===== config.mk =====
export PLATFORM = sky130hd
export DESIGN_NAME = sum_seq_ctrl
export DESIGN_NICKNAME = d
export VERILOG_FILES = /design/src/rtl/sum_seq_ctrl.sv
export SDC_FILE = /design/constraint.sdc
export NUM_CORES = 1
export LEC_CHECK = 0
export CORE_AREA = 10 10 70 72
export CTS_CLUSTER_SIZE = 10
export DETAILED_ROUTE_END_ITERATION = 10
export DIE_AREA = 0 0 80 82
export PLACE_DENSITY = 0.82
export SYNTH_ARGS = -nofsm -noshare
export SYNTH_HDL_FRONTEND = slang
export SYNTH_SLANG_ARGS = --single-unit

===== constraint.sdc =====
create_clock -name clk -period 5.3 [get_ports clk]
set_clock_uncertainty 0.15 [all_clocks]
set_input_delay 1.06 -clock clk [delete_from_list [all_inputs] [get_ports clk]]
set_output_delay 1.06 -clock clk [all_outputs]
set_load 0.01 [all_outputs]

===== src/rtl/sum_seq_ctrl.sv =====
// sum_seq_ctrl: multi-cycle add/subtract sequencer driving one external 3-bit
// ripple-carry slice. Operands are processed 3 bits per clock, LSB chunk first,
// with the inter-chunk carry held in a register.
// Optional feature macro: SUM_SEQ_OVF_EN (signed overflow flag register).
module sum_seq_ctrl #(
  parameter int WIDTH = 9
) (
  input  logic             clk,
  input  logic             rst,
  input  logic             init,
  input  logic             op_sub,
  input  logic [WIDTH-1:0] a,
  input  logic [WIDTH-1:0] b,
  output logic [2:0]       slice_x,
  output logic [2:0]       slice_y,
  output logic             slice_ci,
  input  logic [2:0]       slice_z,
  input  logic             slice_co,
  output logic [WIDTH-1:0] result,
  output logic             cout,
  output logic             overflow,
  output logic             busy,
  output logic             done
);

  localparam int NCHUNK = WIDTH / 3;
  localparam int IDXW   = (NCHUNK > 1) ? $clog2(NCHUNK) : 1;
  localparam logic [IDXW-1:0] LAST_IDX = IDXW'(NCHUNK - 1);
  localparam logic [IDXW-1:0] IDX_ONE  = IDXW'(1);

  typedef enum logic [1:0] {
    IDLE = 2'd0,
    RUN  = 2'd1,
    DONE = 2'd2
  } state_t;

  state_t            state_r, state_nxt;
  logic [IDXW-1:0]   idx_r;
  logic [WIDTH-1:0]  a_r;
  logic [WIDTH-1:0]  b_r;      // raw operand B; inversion for subtract applied at the slice port
  logic              op_r;
  logic              carry_r;
  logic [WIDTH-1:0]  result_r;
  logic              cout_r;
  logic              busy_r;
  logic              done_r;
  logic [2:0]        chunk_x, chunk_y;

  // Next-state logic for the sequencer FSM
  always_comb begin
    state_nxt = state_r;
    case (state_r)
      IDLE: begin
        if (init) begin
          state_nxt = RUN;
        end else begin
          state_nxt = IDLE;
        end
      end
      RUN: begin
        if (idx_r == LAST_IDX) begin
          state_nxt = DONE;
        end else begin
          state_nxt = RUN;
        end
      end
      DONE:    state_nxt = IDLE;
      default: state_nxt = IDLE;
    endcase
  end

  // Select the current operand chunk addressed by idx
  always_comb begin
    chunk_x = 3'd0;
    chunk_y = 3'd0;
    for (int i = 0; i < NCHUNK; i++) begin
      if (idx_r == IDXW'(i)) begin
        chunk_x = a_r[3*i +: 3];
        chunk_y = b_r[3*i +: 3] ^ {3{op_r}};
      end else begin
        chunk_x = chunk_x;
        chunk_y = chunk_y;
      end
    end
  end

  // Drive the slice only while running; quiet zeros otherwise
  always_comb begin
    slice_x  = 3'd0;
    slice_y  = 3'd0;
    slice_ci = 1'b0;
    if (state_r == RUN) begin
      slice_x  = chunk_x;
      slice_y  = chunk_y;
      slice_ci = carry_r;
    end else begin
      slice_x  = 3'd0;
      slice_y  = 3'd0;
      slice_ci = 1'b0;
    end
  end

  // State register, operand capture, carry chain and result assembly
  always_ff @(posedge clk or negedge rst) begin
    if (!rst) begin
      state_r  <= IDLE;
      idx_r    <= '0;
      a_r      <= '0;
      b_r      <= '0;
      op_r     <= 1'b0;
      carry_r  <= 1'b0;
      result_r <= '0;
      cout_r   <= 1'b0;
      busy_r   <= 1'b0;
      done_r   <= 1'b0;
    end else begin
      state_r <= state_nxt;
      case (state_r)
        IDLE: begin
          if (init) begin
            a_r     <= a;
            b_r     <= b;
            op_r    <= op_sub;
            carry_r <= op_sub;   // +1 of two's complement negation enters as carry-in
            idx_r   <= '0;
            busy_r  <= 1'b1;
          end
        end
        RUN: begin
          for (int i = 0; i < NCHUNK; i++) begin
            if (idx_r == IDXW'(i)) begin
              result_r[3*i +: 3] <= slice_z;
            end
          end
          carry_r <= slice_co;
          if (idx_r == LAST_IDX) begin
            cout_r <= slice_co;
            busy_r <= 1'b0;
            done_r <= 1'b1;
          end else begin
            idx_r <= idx_r + IDX_ONE;
          end
        end
        DONE: begin
          done_r <= 1'b0;
        end
        default: begin
          done_r <= 1'b0;
          busy_r <= 1'b0;
        end
      endcase
    end
  end

`ifdef SUM_SEQ_OVF_EN
  logic ovf_r;
  logic msb_cin;

  // Carry into the MSB recovered from the last chunk's top bit
  assign msb_cin = slice_x[2] ^ slice_y[2] ^ slice_z[2];

  // Signed overflow: carry into MSB differs from carry out of MSB
  always_ff @(posedge clk or negedge rst) begin
    if (!rst) begin
      ovf_r <= 1'b0;
    end else if ((state_r == RUN) && (idx_r == LAST_IDX)) begin
      ovf_r <= msb_cin ^ slice_co;
    end
  end

  assign overflow = ovf_r;
`else
  assign overflow = 1'b0;
`endif

  assign result = result_r;
  assign cout   = cout_r;
  assign busy   = busy_r;
  assign done   = done_r;

endmodule


==> summary.md <==
| Metric | Value |
|---|---|
| Worst hold path class | `register to register` |
| Layout fillers | `296` |
| Initial Util | `49.62%` |
| Initial antenna violation count | `0` |
| Largest net degree at the start of global routing | `37` |
| Required time worst endpoint | `4.09 ns` |
| Syn_nets | `around 170` |
| Tot Pwr | `1415 uW` |
| Critical-path cell list | `nor2b_2 > nand3_1 > o2111ai_1 > clkdlybuf4s50_1` |
| DRC Markers | `0` |
| Leak Pwr | `0.001014 uW` |
| Max Cap Viol | `0` |
| Worst path slowest cell | `nor2b_2` |
| Height of the die | `around 82 um` |
| Port buffer count | `44` |
| Routed wire length | `4081 um` |
| Setup TNS | `0 ns` |
| Die W | `roughly 80 um` |
| CP Data Arrival Time | `2.65 ns` |
| Area grow syn2layout | `29.53%` |
| Clk root buf | `clkbuf_4` |
| Period utilization | `72.76%` |
| Row cnt | `22` |
| Run status | `complete, no violations` |
| Clk slew on worst S/H paths | `0.10 ns` |
| Worst setup path category | `register to output pin` |
| Final setup vio count | `0` |
| RSZ-0062 raised after global routing | `no` |
| DR vias/cell | `about 5.5` |
| First DRT Iteration DRCs | `between 60 and 70` |
| Utilization after layout | `64.27%` |
| Clk buf depth | `2` |
| Pwr dens | `615.2 nW/um^2` |
| First-pass GRT wire length | `~6800 um` |
| Post-CTS Resized | `0` |
| Cts hold-fix bufs | `0` |
| Worst path max stage delay | `0.73 ns` |
| Fin. max-slew vios | `0` |
| Wire length per cell | `17.59 um` |
| CTS tree | `done` |
| Number of global-route vias before repair | `approximately 1400` |
| Final ANT Viol Nets | `0` |
| Seq/Total Area, Yosys | `roughly half` |
| Fin. Hold Viols | `0` |
| Syn Inst Count | `about 140` |
| Drt first pass iters | `4` |
| # clock sinks | `36` |
| Crit. End Element | `output pin` |
| Worst-Skew Late Latency | `0.35 ns` |
| Startpoint types | `register` |
| Worst-Margin Slew | `0.8206 ns` |
| Routed vias | `1269` |
| Worst IR drop on VDD | `0.2897 mV` |
| Die area | `6560 sq um` |
| Slew HR | `45.05%` |
| Top Family by Delay on Critical Path | `simple AND/OR/NAND/NOR gates` |
| Share of cells above drive strength 1 | `between 20% and 30%` |
| Achievable Freq | `0.2593 GHz` |
| Diode count | `0` |
| Setup Fix Bufs, Post-CTS | `0` |
| Worst-path fanout max | `17` |
| Final net count | `212` |
| Synth Area per Inst | `12.87 sq um` |
| Buf/Inv on CP | `1` |
| H-Tree Depth | `2` |
| Cts bufs inserted | `5` |
| Flip-flop and latch count after synthesis | `36` |
| Top-Level Pins | `46` |
| Core region area | `3578 sq um` |
| Total grt overflow | `0` |
| Global Route Usage Sum | `13.62%` |
| Fin crit period | `just under 4 ns` |
| Dpl hpwl | `3115 um` |
| Yosys warning count | `0` |
| Final GP Congestion | `0.8023` |
| Synth Cell Area | `1775 sq um` |
| Yosys cell types | `29` |
[synth_stat cells (all sizes together)]
cell type	n	area, sq um
o22ai	1	6.260
conb	1	3.750
and2	1	6.260
nor2b	7	46.30
and2b	1	7.510
o2111ai	6	52.55
nor3b	2	20.02
mux2	30	375.4
nand3	1	5.000
o21ai	4	20.02
a22oi	1	7.510
o211ai	3	22.52
dfrtp	36	900.9
ha	3	37.54
a21oi	1	5.000
xnor2	3	26.28
buf	8	52.54
nand2	10	60.06
o211a	3	30.03
inv	7	26.28
nor2	3	11.26
nand4b	6	52.55
[cells in the final DEF (no fill, tap or decap), drive strengths merged]
cell,count
clkdlybuf4s50,44
conb,1
nand4b,6
mux2,30
o21ai,4
o22ai,1
nand2,10
ha,3
nor2,3
nand3,1
dfrtp,36
inv,7
nor3b,2
o2111ai,6
and2,1
o211a,3
clkbuf,6
buf,2
a22oi,1
nor2b,7
and2b,1
xnor2,3
a21oi,1
clkinv,2
o211ai,3
[per-stage QoR]
step,hold slack [ns],setup WS (ns),cells,area (sq um)
detailed placement,0.3512,1.836,224,2238
finish,0.3759,1.444,232,2300
global route,0.3948,1.234,232,2300
floorplan,0.3110,2.737,138,1775
CTS,0.3795,1.444,232,2300
global placement,0.3377,1.996,224,2238
[flip-flops by register name, summed over array words and instances, names as in the netlist]
register / count
b_r: 9
result: 9
op_r: 1
a_r: 9
cout: 1
state_r: 2
done: 1
idx_r: 2
busy: 1
carry_r: 1
[cell families after synthesis]
group / share of synthesized area [%]
other: 0.2112
adder cells (fa/ha/maj): 2.114
multiplexers: 21.14
XOR/XNOR: 1.480
AO/OA/AOI/OAI: 8.104
buffers and inverters: 4.439
flip-flops: 50.74
AND/OR/NAND/NOR: 11.77
[path summary, 6_finish.rpt]
| check | from | cells past startpoint | to | slack, ns |
|---|---|---|---|---|
| worst max-delay path | state_r[0] | 4 | slice_y[0] | 1.44 |
| worst min-delay path | result[7] | 1 | result[7] | 0.38 |
| worst max register to register | state_r[0] | 3 | result[7] | 3.33 |
| worst min register to register | result[7] | 1 | result[7] | 0.38 |
| max in group asynchronous | rst | 2 | cout | 3.72 |
| min in group asynchronous | rst | 2 | b_r[7] | 0.96 |
[routing by layer]
| metal | share of wire (%) | global-route usage (%) |
|---|---|---|
| met2 | 53 | 23.43 |
| met1 | 37 | 14.30 |
| met4 | 2.3 | 7.923 |
| met3 | 7.0 | 4.585 |
| met5 | 0 | 0 |
[power by group]
group          total, uW  internal [uW]  switching (uW)
registers            523            415             109
clock network        154           63.0            90.6
logic                738            424             314
total               1410            902             513
[area by class of cell]
class	instances	area [sq um]	share of cell area (%)
inverters	7	26.28	1.143
flip-flops and latches	36	900.9	39.17
repair buffers	46	455.4	19.80
multi-input cells	87	795.8	34.60
clock inverters	2	10.01	0.4353
clock buffers	6	51.30	2.231
well taps	48	60.06	2.612
Note: power is estimated with default switching activity, not from simulation.
